**src/rtl/memory_stage.sv**
```systemverilog
// Memory stage of the RISC pipeline: performs loads/stores over a single-outstanding
// data-memory port and registers the result into the MEM/WB output and memory bypass.
module memory_stage #(
  parameter int         ADDR_WIDTH    = 32,
  parameter logic [3:0] EX_MISALIGNED = 4'd4
) (
  input  logic                  clk,
  input  logic                  rst,
  input  logic                  uValid,
  output logic                  uStall,
  output logic                  dValid,
  input  logic                  dStall,
  input  logic [3:0]            uopInEx,
  input  logic                  uopInExValid,
  input  logic [4:0]            uopInRd,
  input  logic [31:0]           uopInRdVal,
  input  logic [31:0]           uopInRs2Val,
  input  logic                  uopInIsLd,
  input  logic                  uopInIsSt,
  input  logic [1:0]            uopInSize,
  input  logic                  uopInIsUnsigned,
  input  logic [3:0]            uopInFlags,
  input  logic                  uopInFlagsValid,
  output logic [3:0]            uopOutEx,
  output logic                  uopOutExValid,
  output logic [4:0]            uopOutRd,
  output logic [31:0]           uopOutRdVal,
  output logic [3:0]            uopOutFlags,
  output logic                  uopOutFlagsValid,
  output logic                  uopOutIsSt,
  output logic [4:0]            memBypassR,
  output logic [31:0]           memBypassRVal,
  output logic                  memBypassRValid,
  output logic [3:0]            memBypassFlags,
  output logic                  memBypassFlagsValid,
  output logic                  dmemReqValid,
  input  logic                  dmemReqReady,
  output logic [ADDR_WIDTH-1:0] dmemReqAddr,
  output logic                  dmemReqWe,
  output logic [3:0]            dmemReqWstrb,
  output logic [31:0]           dmemReqWdata,
  input  logic                  dmemRspValid,
  input  logic [31:0]           dmemRspData
);

  typedef enum logic [1:0] {IDLE, REQ, WAIT} state_t;

  typedef struct packed {
    logic [3:0]  ex;
    logic        exValid;
    logic [4:0]  rd;
    logic [31:0] rdVal;
    logic [31:0] rs2Val;
    logic        isLd;
    logic        isSt;
    logic [1:0]  size;
    logic        isUnsigned;
    logic [3:0]  flags;
    logic        flagsValid;
  } uop_t;

  state_t      state;
  uop_t        inUop;
  uop_t        holdUop;
  logic        accept;
  logic        inIsMem;
  logic        inMisaligned;
  logic        inNeedsReq;
  logic [31:0] reqAddrVal;
  logic [31:0] reqData;
  logic        reqIsLd;
  logic [1:0]  reqSize;
  logic [1:0]  reqLane;
  logic [31:0] laneData;
  logic [31:0] loadData;
  logic        complete;
  logic [3:0]  doneEx;
  logic        doneExValid;
  logic [4:0]  doneRd;
  logic [31:0] doneRdVal;
  logic [3:0]  doneFlags;
  logic        doneFlagsValid;
  logic        doneIsSt;

  function automatic logic misaligned(input logic [1:0] size, input logic [1:0] lane);
    case (size)
      2'd0:    return 1'b0;
      2'd1:    return lane[0];
      default: return lane != 2'b00;
    endcase
  endfunction

  assign inUop = {uopInEx, uopInExValid, uopInRd, uopInRdVal, uopInRs2Val, uopInIsLd,
                  uopInIsSt, uopInSize, uopInIsUnsigned, uopInFlags, uopInFlagsValid};

  assign uStall       = (state != IDLE) || (dValid && dStall);
  assign accept       = uValid && !uStall;
  assign inIsMem      = (inUop.isLd || inUop.isSt) && !inUop.exValid;
  assign inMisaligned = misaligned(inUop.size, inUop.rdVal[1:0]);
  assign inNeedsReq   = inIsMem && !inMisaligned;

  // Request comes straight from the input in the accept cycle, then from the hold register
  // so the fields stay stable however long the memory takes to accept.
  always_comb begin
    reqAddrVal = inUop.rdVal;
    reqData    = inUop.rs2Val;
    reqIsLd    = inUop.isLd;
    reqSize    = inUop.size;
    if (state == REQ) begin
      reqAddrVal = holdUop.rdVal;
      reqData    = holdUop.rs2Val;
      reqIsLd    = holdUop.isLd;
      reqSize    = holdUop.size;
    end
    reqLane      = reqAddrVal[1:0];
    dmemReqValid = rst && ((state == REQ) || (state == IDLE && accept && inNeedsReq));
    dmemReqAddr  = {reqAddrVal[ADDR_WIDTH-1:2], 2'b00};
    dmemReqWe    = !reqIsLd;
    case (reqSize)
      2'd0: begin
        dmemReqWdata = {4{reqData[7:0]}};
        dmemReqWstrb = 4'b0001 << reqLane;
      end
      2'd1: begin
        dmemReqWdata = {2{reqData[15:0]}};
        dmemReqWstrb = 4'b0011 << reqLane;
      end
      default: begin
        dmemReqWdata = reqData;
        dmemReqWstrb = 4'b1111;
      end
    endcase
  end

  always_comb begin
    laneData = dmemRspData >> {holdUop.rdVal[1:0], 3'b000};
    case (holdUop.size)
      2'd0:    loadData = holdUop.isUnsigned ? {24'b0, laneData[7:0]}
                                             : {{24{laneData[7]}}, laneData[7:0]};
      2'd1:    loadData = holdUop.isUnsigned ? {16'b0, laneData[15:0]}
                                             : {{16{laneData[15]}}, laneData[15:0]};
      default: loadData = laneData;
    endcase
  end

  // Decide whether a uop retires at the coming edge and what it writes to the output.
  always_comb begin
    complete       = 1'b0;
    doneEx         = holdUop.ex;
    doneExValid    = holdUop.exValid;
    doneRd         = holdUop.rd;
    doneRdVal      = holdUop.rdVal;
    doneFlags      = holdUop.flags;
    doneFlagsValid = holdUop.flagsValid;
    doneIsSt       = holdUop.isSt;
    case (state)
      IDLE: begin
        doneEx         = inUop.ex;
        doneExValid    = inUop.exValid;
        doneRd         = inUop.rd;
        doneRdVal      = inUop.rdVal;
        doneFlags      = inUop.flags;
        doneFlagsValid = inUop.flagsValid;
        doneIsSt       = inUop.isSt;
        if (accept) begin
          if (!inIsMem) begin
            complete = 1'b1;
          end else if (inMisaligned) begin
            complete    = 1'b1;
            doneEx      = EX_MISALIGNED;
            doneExValid = 1'b1;
          end else if (!inUop.isLd && dmemReqReady) begin
            complete = 1'b1;
          end
        end
      end
      REQ:  complete = dmemReqReady && !holdUop.isLd;
      WAIT: begin
        complete  = dmemRspValid;
        doneRdVal = loadData;
      end
      default: complete = 1'b0;
    endcase
  end

  always_ff @(posedge clk or negedge rst) begin
    if (!rst) begin
      state            <= IDLE;
      holdUop          <= '0;
      dValid           <= 1'b0;
      uopOutEx         <= '0;
      uopOutExValid    <= 1'b0;
      uopOutRd         <= '0;
      uopOutRdVal      <= '0;
      uopOutFlags      <= '0;
      uopOutFlagsValid <= 1'b0;
      uopOutIsSt       <= 1'b0;
    end else begin
      case (state)
        IDLE: begin
          if (accept) begin
            holdUop <= inUop;
            if (inNeedsReq) begin
              if (!dmemReqReady)    state <= REQ;
              else if (inUop.isLd)  state <= WAIT;
            end
          end
        end
        REQ:     if (dmemReqReady) state <= holdUop.isLd ? WAIT : IDLE;
        WAIT:    if (dmemRspValid) state <= IDLE;
        default: state <= IDLE;
      endcase
      if (!(dValid && dStall)) begin
        dValid <= complete;
        if (complete) begin
          uopOutEx         <= doneEx;
          uopOutExValid    <= doneExValid;
          uopOutRd         <= doneRd;
          uopOutRdVal      <= doneRdVal;
          uopOutFlags      <= doneFlags;
          uopOutFlagsValid <= doneFlagsValid;
          uopOutIsSt       <= doneIsSt;
        end
      end
    end
  end

  // Stores and faulted uops never forward a register value to execute.
  assign memBypassR          = uopOutRd;
  assign memBypassRVal       = uopOutRdVal;
  assign memBypassRValid     = dValid && (uopOutRd != 5'd0) && !uopOutExValid && !uopOutIsSt;
  assign memBypassFlags      = uopOutFlags;
  assign memBypassFlagsValid = dValid && uopOutFlagsValid;

endmodule

```
**config.mk**
```make
export PLATFORM = sky130hd
export DESIGN_NAME = memory_stage
export DESIGN_NICKNAME = d
export VERILOG_FILES = /design/src/rtl/memory_stage.sv
export SDC_FILE = /design/constraint.sdc
export NUM_CORES = 1
export LEC_CHECK = 0
export CAP_MARGIN = 20
export CORE_ASPECT_RATIO = 1.1
export CORE_MARGIN = 3
export CORE_UTILIZATION = 51
export CTS_BUF_LIST = sky130_fd_sc_hd__clkbuf_4 sky130_fd_sc_hd__clkbuf_8
export DETAILED_ROUTE_END_ITERATION = 10
export PLACE_DENSITY_LB_ADDON = 0.15
export RECOVER_POWER = 50
export SLEW_MARGIN = 15
export SYNTH_ARGS = -nofsm -noshare
export SYNTH_HDL_FRONTEND = slang
export SYNTH_SLANG_ARGS = --single-unit
```
**constraint.sdc**
```tcl
create_clock -name clk -period 3.6 [get_ports clk]
set_input_delay 0.72 -clock clk [delete_from_list [all_inputs] [get_ports clk]]
set_output_delay 0.72 -clock clk [all_outputs]
set_load 0.005 [all_outputs]
```
==> reports/results.tsv <==
metric	value	unit
finalPower	5.569	mW
place_ws	0.2920	ns
die_w	125.9	µm
core-area	15290	µm²
cts.clk_slew.worst_paths	0.08	ns
grt_max_degree	136	
drc_errors	0	
drive_above_1_share	0.08974	
seq_area	3379	µm²
combPwrFrac	0.393	
cts_tree	yes	
holdCritPathClass	reg2reg	
cts-root-to-sink-buffers	2	
slowest_delay	0.48	ns
slowest_stage	clkdlybuf4s50_1	
switching_share	0.3458	
setup_viol	0	
slew_headroom	-0.2755	
required	2.88	ns
status	complete, but fails checks	
diodes	0	
slew_violations	136	
critPathKind	reg2out	
powerDensity	505.2	nW/µm²
critPathLaunchType	register	
synth-async-reset-ratio	1.000	
skew	0.01339	ns
ios	285	
wl	25.82	mm
dp_hpwl	17.79	mm
maxCapViolations	1	
yosysMostFrequentCell	nand2_1	
synth.distinct_cells	56	
dr_total_vias	7737	
fmax	0.2916	GHz
ir_drop	0.2988	mV
p_seq_frac	0.405	
crit_buf_inv	2	
yosys_warnings	0	
first_iter_violations	807	
internal_power	3.643	mW
overflow	0	
hold_violations	0	
cts_post_setup_buffers_inserted	0	
synth_ff_type	dfrtp_1	
first_pass_iters	6	
setup_slack	0.1712	ns
place.port_buffers	282	
die_area	17360	µm²
cts_buffers	17	
postSynthAreaPerCell	8.533	µm²
fillers	1200	
cp_top_family	buffers and inverters	
grt_pass1_vias	7432	
antenna_found_initial	1	
end_kind	primary output	
synth_top_area_share	0.4189	
grt_pass1_wl	40.12	mm
fin_crit	3.429	ns
violations	capacitance limit, slew limit	
multiInputGateArea	4006	µm²
fin_crit_sh	0.9524	
place_area	10690	µm²
tns	0	ns
synth_edf_count	0	
rsz0062_at_grt	no	
path_max_fanout	14	
worst_pin_slew	1.913	ns
hold_ws	0.4748	ns
clock_sinks	135	
synth_area_leader_cell	dfrtp_1	
ys_seq_area_frac	0.4189	
ant_nets	0	
path_cells	and2b_4, buf_4, mux2i_1, o221ai_1, clkdlybuf4s50_1	
synthTopCellsByCount	nand2_1 (389), dfrtp_1 (135), mux2i_1 (55)	
initial_utilization	0.5274	
htree_levels	4	
synth_area	8064	µm²
avgRoutedWirePerCell	18.90	µm
viasPerCell	5.664	
nNetsFinal	1279	
row_count	47	
design_area	11020	µm²
syn2layout_area_growth	36.68	%
crit_arrival	2.71	ns
synthTopCellsByArea	dfrtp_1 (42%), nand2_1 (18%), mux2i_1 (6.8%)	
r2r_slack	0.90	ns
cts_root_buf	clkbuf_8	
gp_congestion	0.8546	
synth_cells	945	
switching_power	1.926	mW
leakage	5.013	nW
ys_ff_latch	135	
clock_latency	0.45	ns
grtUsageTotal	0.2925	
power.share.clock	0.202	
die_h	137.9	µm
final timing paths:
| check | end | depth (start not counted) | start |
|---|---|---|---|
| max | dmemReqWdata[26] | 5 | state[1] |
| min | holdUop[38] | 2 | holdUop[38] |
| max reg2reg | memBypassRVal[20] | 6 | state[0] |
| min reg2reg | holdUop[38] | 2 | holdUop[38] |
| max in group asynchronous | state[0] | 2 | rst |
| min in group asynchronous | memBypassRVal[7] | 2 | rst |
worst min-delay path: stages (launching register included):
cell     delay (ns)
dfrtp_1        0.34
nand2_1        0.05
nand2_1        0.06
flip-flops by register name (all words and copies together) (netlist names):
name	count
uopOutIsSt	1
memBypassFlags	4
uopOutExValid	1
uopOutFlagsValid	1
uopOutEx	4
memBypassR	5
memBypassRVal	32
dValid	1
state	2
holdUop	84
final cells by class:
type	count	share of cell area
clock buffer	18	0.02191
inverter	18	0.006130
multi-input combinational	683	0.3635
sequential	135	0.3066
clock inverter	14	0.009309
tap	196	0.02225
timing repair buffer	302	0.2703
power groups by stage:
stage                     clock network [mW]  registers, mW  logic (mW)
after floorplan                            0           2.22        1.23
after global placement                     0           2.28        2.28
after detailed placement                   0           2.29        2.32
after CTS                               1.15           2.27        2.33
after global routing                    1.20           2.32        2.39
final                                   1.12           2.26        2.19
cell families after synthesis:
kind of cell / synth area share
AND/OR/NAND/NOR: 0.2205
AO/OA/AOI/OAI: 0.1314
flip-flops: 0.4189
buffers and inverters: 0.09061
multiplexers: 0.1381
other: 0.0004650
placed cells by master, fill, tap and decap left out, types with 4 or more instances in the layout:
cell type,count
a211oi_1,17
a21oi_1,14
a221oi_1,15
a222oi_1,8
a22oi_1,9
a31oi_1,25
and3_1,6
buf_4,18
clkbuf_8,17
clkdlybuf4s50_1,201
clkinv_2,4
clkinvlp_4,4
dfrtp_1,134
dlygate4sd3_1,80
inv_1,16
mux2_1,8
mux2_2,28
mux2i_1,55
mux4_2,7
nand2_1,389
nor2_1,14
nor2b_1,8
o21ai_0,11
o221ai_1,10
o22ai_1,7
o31ai_1,7
per-stage QoR:
| step | util | instances |
|---|---|---|
| final | 0.7209 | 1366 |
| after global routing | 0.7209 | 1366 |
| after CTS | 0.7217 | 1366 |
| after detailed placement | 0.6992 | 1334 |
| after global placement | 0.6992 | 1334 |
| after floorplan | - | 946 |
per-layer routing:
metal / routed length (µm) / share of wire / vias to the layer above / GRT usage
met3: 2303 / 0.089 / 55 / 0.07820
li1: - / - / 3602 / -
met2: 12470 / 0.48 / 393 / 0.4799
met5: 13 / 0.00050 / - / 0
met4: 886 / 0.034 / 2 / 0.1228
met1: 10150 / 0.39 / 3685 / 0.3689
repair_timing:
item	in CTS	in global routing
resized for setup	0	1
setup endpoints to repair	0	10
hold buffers	0	0
Note: power is estimated with default switching activity, not from simulation.
==> variant 1: new RTL, config.mk and constraints unchanged <==
The 3 states of `state_t` get a one-hot encoding in 3 bits.
--- a/src/rtl/memory_stage.sv
+++ b/src/rtl/memory_stage.sv
@@ -43,7 +43,7 @@
   input  logic [31:0]           dmemRspData
 );
 
-  typedef enum logic [1:0] {IDLE, REQ, WAIT} state_t;
+  typedef enum logic [2:0] {IDLE = 3'b001, REQ = 3'b010, WAIT = 3'b100} state_t;
 
   typedef struct packed {
     logic [3:0]  ex;
Function: no difference found for any inputs over 4 cycles, from zero or initial values and one cycle with rst low; so few cycles prove little.
==> variant 1 against the original RTL <==
  * The run still ends with capacitance limit, slew limit left
  * Synthesized area grew 0.34%
  * Sequential cell count up 1
  * Worst setup slack better by 0.013 ns
  * Wire length shrank 2.8%
  * Design area grew 1.4%
  * Synthesized cell count shrank 9.1%
  * Largest cell class unchanged
Power is not compared: it rests on default switching activity, and its combinational part moved more than twofold at a synthesized area within 25%.
==> variant 1: results (changes against the original RTL) <==
- Status: finished with violations (unchanged).
- Failing checks: capacitance limit, slew limit (unchanged).
- The normalized max-slew margin was -0.278 (was -0.276).
- The wire length on met1 was 10,300 um (was 10,200 um).
- The final RePlAce weighted congestion came to 0.859 (was 0.855).
- The placement-stage cell area is 10,800 um^2 (was 10,700 um^2).
- The worst endpoint data arrival time came to 2.70 ns (was 2.71 ns).
- The top routing layer in use is met4 (was met5).
- The clock distribution area overhead in the final layout is 0.0322 (was 0.0312).
- The total number of clock tree sinks is 136 (was 135).
- The detailed route wirelength on metal2 is 12,100 um (was 12,500 um).
- The met3 usage in global routing is 0.0586 (was 0.0782).
- The count of placed standard cells including taps is 1,257 (was 1,334).
- The proportion of cell area occupied by registers came to 0.305 (was 0.307).
- The core utilization of the finished layout is 0.731 (was 0.721).
- The met1 routing resource usage after global routing is 0.380 (was 0.369).
- The final-layout clock buffer total is 21 (was 18).
- The mean instance size in the synthesized netlist is 9.42 um^2 (was 8.53 um^2).
- The total of plain and repair buffers excluding clock buffers was 311 (was 302).
- The via count is 7,518 (was 7,737).
- The number of maximum-capacitance violations is 2 (was 1).
- The multi-input combinational gate total is 612 (was 683).
- The number of global-route vias before repair was 7,282 (was 7,432).
- Synth top area cells: sky130_fd_sc_hd__dfrtp_1 42%, sky130_fd_sc_hd__mux2_2 14%, sky130_fd_sc_hd__nand2_1 8.0% (was sky130_fd_sc_hd__dfrtp_1 42%, sky130_fd_sc_hd__nand2_1 18%, sky130_fd_sc_hd__mux2i_1 6.8%).
- The portion of the layout cell area used by non-clock buffers was 0.274 (was 0.270).
- Commonest cells in the synthesized netlist: 173 x sky130_fd_sc_hd__nand2_1, 135 x sky130_fd_sc_hd__dfrtp_1, 102 x sky130_fd_sc_hd__mux2_2 (was 389 x sky130_fd_sc_hd__nand2_1, 135 x sky130_fd_sc_hd__dfrtp_1, 55 x sky130_fd_sc_hd__mux2i_1).
- The worst setup path startpoint is state[0]$_DFFE_PN1P_ (was state[1]$_DFFE_PN0P_).
- The detailed route wirelength on metal3 is 1850 um (was 2300 um).
- The number of antenna violations at the first check in global routing was 0 (was 1).
- The detailed-placement wirelength estimate is 18,100 um (was 17,800 um).
- The post-placement setup slack is 0.252 ns (was 0.292 ns).
- The average via count per standard cell is 5.82 (was 5.66).
- The number of inverters outside the clock class in the layout is 5 (was 18).
- The number of DRC markers after the initial detailed-route iteration is 686 (was 807).
- The area of the multi-input gates came to 4090 um^2 (was 4010 um^2).
- The largest driver fanout on the critical path was 28 (was 14).
- The number of nets at the end of the flow is 1,205 (was 1,279).
- The wire length of the first global-routing pass is 39,500 um (was 40,100 um).
- The number of max-slew violations in the final report is 100 (was 136).
- The pin count of the biggest net entering global routing was 72 (was 136).
- The total iterations of the first detailed-routing run is 5 (was 6).
- The startpoint of the tightest hold check path is holdUop[79]$_DFFE_PN0P_ (was holdUop[38]$_DFFE_PN0P_).
[variant 1: cell count changes after synthesis, moves of 11 or more]
| cell | delta |
|---|---|
| sky130_fd_sc_hd__inv_1 | -12 |
| sky130_fd_sc_hd__mux2i_1 | -21 |
| sky130_fd_sc_hd__nand2_1 | -216 |
| sky130_fd_sc_hd__nor2_1 | +38 |
| sky130_fd_sc_hd__mux2_2 | +74 |
| sky130_fd_sc_hd__a21oi_2 | +11 |
| sky130_fd_sc_hd__o21ai_0 | +27 |
[variant 1: final timing paths]
path | to | cells past startpoint
min in group asynchronous | holdUop[52]$_DFFE_PN0P_ | 1
worst min register to register | holdUop[79]$_DFFE_PN0P_ | 2
worst min-delay path | holdUop[79]$_DFFE_PN0P_ | 2
worst max-delay path | dmemReqWdata[17] | 8
max in group asynchronous | memBypassRVal[17]$_DFFE_PN0P_ | 2
worst max register to register | holdUop[48]$_DFFE_PN0P_ | 5
[variant 1: worst max-delay path: stages, from the launching register on]
cell                              delay [ns]
sky130_fd_sc_hd__dfstp_2                0.62
sky130_fd_sc_hd__nor3b_4                0.07
sky130_fd_sc_hd__buf_12                 0.14
sky130_fd_sc_hd__buf_4                  0.15
sky130_fd_sc_hd__a21oi_4                0.25
sky130_fd_sc_hd__buf_4                  0.31
sky130_fd_sc_hd__nand2_1                0.08
sky130_fd_sc_hd__o21ai_0                0.08
sky130_fd_sc_hd__clkdlybuf4s50_1        0.53
[variant 1: power groups by stage]
| stage | Combinational [uW] | Sequential [uW] | Clock, uW |
|---|---|---|---|
| after global placement | 5100 | 2910 | 0 |
| final | 5100 | 2920 | 1160 |
| after CTS | 5230 | 2930 | 1180 |
| after floorplan | 3290 | 2800 | 0 |
| after global routing | 5540 | 3030 | 1240 |
| after detailed placement | 5180 | 2950 | 0 |
==> variant 2: new RTL, same flow settings <==
Without the edit above. `ADDR_WIDTH`: 32 -> 16.
--- a/src/rtl/memory_stage.sv
+++ b/src/rtl/memory_stage.sv
@@ -1,7 +1,7 @@
 // Memory stage of the RISC pipeline: performs loads/stores over a single-outstanding
 // data-memory port and registers the result into the MEM/WB output and memory bypass.
 module memory_stage #(
-  parameter int         ADDR_WIDTH    = 32,
+  parameter int         ADDR_WIDTH    = 16,
   parameter logic [3:0] EX_MISALIGNED = 4'd4
 ) (
   input  logic                  clk,
Interface: changed (resized dmemReqAddr); port bits go from 285 to 269. The function was not compared with the original's and may differ.
==> variant 2 against the original RTL <==
  * The run still ends with capacitance limit, slew limit left
  * Critical path depth stayed put
  * Sequential cell count unchanged
  * Wire length shrank 4.1%
  * Hold slack got worse by 0.31 ns
  * Worst setup slack got worse by 0.024 ns
  * Synthesized area fell by 1.2%
  * Non-clock buffer count decreased by 8
  * Via count is 3.3% lower
  * Design area fell by 1.0%
  * First-iteration DRC count fell by 12%
  * Critical endpoint is now dmemReqWdata[25]
  * Highest routed layer is now met4
Power is not compared: it rests on default switching activity, and its combinational part moved more than twofold at a synthesized area within 25%.
==> variant 2: results (changes against the original RTL) <==
- The pin count of the biggest net entering global routing was 90 (was 136).
- The filler cell count in the final layout is 1,208 (was 1,200).
- The multi-input combinational gate total is 621 (was 683).
- The top routing layer in use is met4 (was met5).
- The detailed route wirelength on metal2 is 11,900 um (was 12,500 um).
- The final RePlAce weighted congestion is 0.909 (was 0.855).
- Commonest cells in the synthesized netlist: 307 x sky130_fd_sc_hd__nand2_1, 135 x sky130_fd_sc_hd__dfrtp_1, 55 x sky130_fd_sc_hd__mux2i_1 (was 389 x sky130_fd_sc_hd__nand2_1, 135 x sky130_fd_sc_hd__dfrtp_1, 55 x sky130_fd_sc_hd__mux2i_1).
- The number of distinct library cells after synthesis came to 51 (was 56).
- The mean instance size in the synthesized netlist is 8.90 um^2 (was 8.53 um^2).
- The diode insertion count for antenna repair is 1 (was 0).
- Synth top area cells: sky130_fd_sc_hd__dfrtp_1 42%, sky130_fd_sc_hd__nand2_1 14%, sky130_fd_sc_hd__mux2i_1 6.9% (was sky130_fd_sc_hd__dfrtp_1 42%, sky130_fd_sc_hd__nand2_1 18%, sky130_fd_sc_hd__mux2i_1 6.8%).
- The post-route clock skew is 0.0113 ns (was 0.0134 ns).
- Status: finished with violations (unchanged).
- The post-detailed-routing wire length is 24,800 um (was 25,800 um).
- The number of inverters outside the clock class in the layout is 35 (was 18).
- The number of max-slew violations in the final report was 46 (was 136).
- The average via count per standard cell is 5.70 (was 5.66).
- The wire length of the first global-routing pass is 39,200 um (was 40,100 um).
- The area of the multi-input gates is 3870 um^2 (was 4010 um^2).
- The number of maximum-capacitance violations is 2 (was 1).
- The wire length per cell is 18.9 um (about the same).
- The aggregate global-route resource usage is 0.289 (was 0.292).
- The multi-input gate share of total cell area is 0.354 (was 0.363).
- The count of placed standard cells including taps is 1,281 (was 1,334).
- Failing checks: capacitance limit, slew limit (unchanged).
- The final-layout clock buffer total is 20 (was 18).
- The placement-stage cell area is 10,500 um^2 (was 10,700 um^2).
- The portion of the layout cell area used by non-clock buffers is 0.263 (was 0.270).
- The area of the die came to 17,200 um^2 (was 17,400 um^2).
- The longest individual stage delay on the worst path was 0.55 ns (was 0.48 ns).
- The met1 routing resource usage after global routing is 0.388 (was 0.369).
- The detailed route wirelength on metal3 was 1670 um (was 2300 um).
- The detailed-placement wirelength estimate is 18,000 um (was 17,800 um).
- The wire length on met1 was 10,500 um (was 10,200 um).
- The number of DRC markers after the initial detailed-route iteration is 713 (was 807).
- The critical-path cell with the highest stage delay is sky130_fd_sc_hd__mux2i_1 (was sky130_fd_sc_hd__clkdlybuf4s50_1).
- The largest driver fanout on the critical path is 11 (was 14).
- The critical register-to-register path startpoint is state[1]$_DFFE_PN0P_ (was state[0]$_DFFE_PN0P_).
- The number of global-route vias before repair is 7,267 (was 7,432).
- The port buffer count is 266 (was 282).
## variant 2: cell count changes after synthesis, sizes merged, moves of 5 or more
| cell | unedited run | this run |
|---|---|---|
| a22oi | 9 | 14 |
| buf | 83 | 74 |
| inv | 17 | 35 |
| nand2 | 389 | 307 |
| o21ai | 13 | 33 |
| o221ai | 10 | 19 |
| o22ai | 7 | 1 |
## variant 2: kinds of logic after synthesis
kind of cell	Yosys count	synth area share
and+or+nand+nor	351	0.178
AOI/OAI and AO/OA	169	0.150
buffers and inverters	140	0.0960
DFF	135	0.424
muxes	99	0.151
other	1	0.000471
## variant 2: final timing paths
check / to / slack (ns) / depth (start not counted)
setup / recovery: dmemReqWdata[25] / 0.15 / 5
setup reg to reg: memBypassRVal[28]$_DFFE_PN0P_ / 1.02 / 5
hold reg to reg: holdUop[29]$_DFFE_PN0P_ / 0.48 / 2
hold / removal: memBypassRVal[14]$_DFFE_PN0P_ / 0.17 / 1
max in group asynchronous: holdUop[45]$_DFFE_PN0P_ / 0.85 / 2
min in group clk: holdUop[29]$_DFFE_PN0P_ / 0.48 / 2
## variant 2: stage by stage
| stage | setup WS, ns | total power [uW] | hold slack [ns] |
|---|---|---|---|
| 2_1_floorplan | 1.15 | 5940 | 0.424 |
| 3_3_place_gp | 0.232 | 7920 | 0.451 |
| 3_5_place_dp | 0.206 | 8050 | 0.459 |
| 4_1_cts | 0.0811 | 9400 | 0.162 |
| 5_1_grt | -0.0000280 | 9880 | 0.172 |
| 6_report | 0.147 | 9210 | 0.170 |
## variant 2: what timing repair did
item / in CTS / in global routing
gates resized for setup: 1 / 4
setup endpoints to repair: 8 / 7
hold buffers: 0 / 0
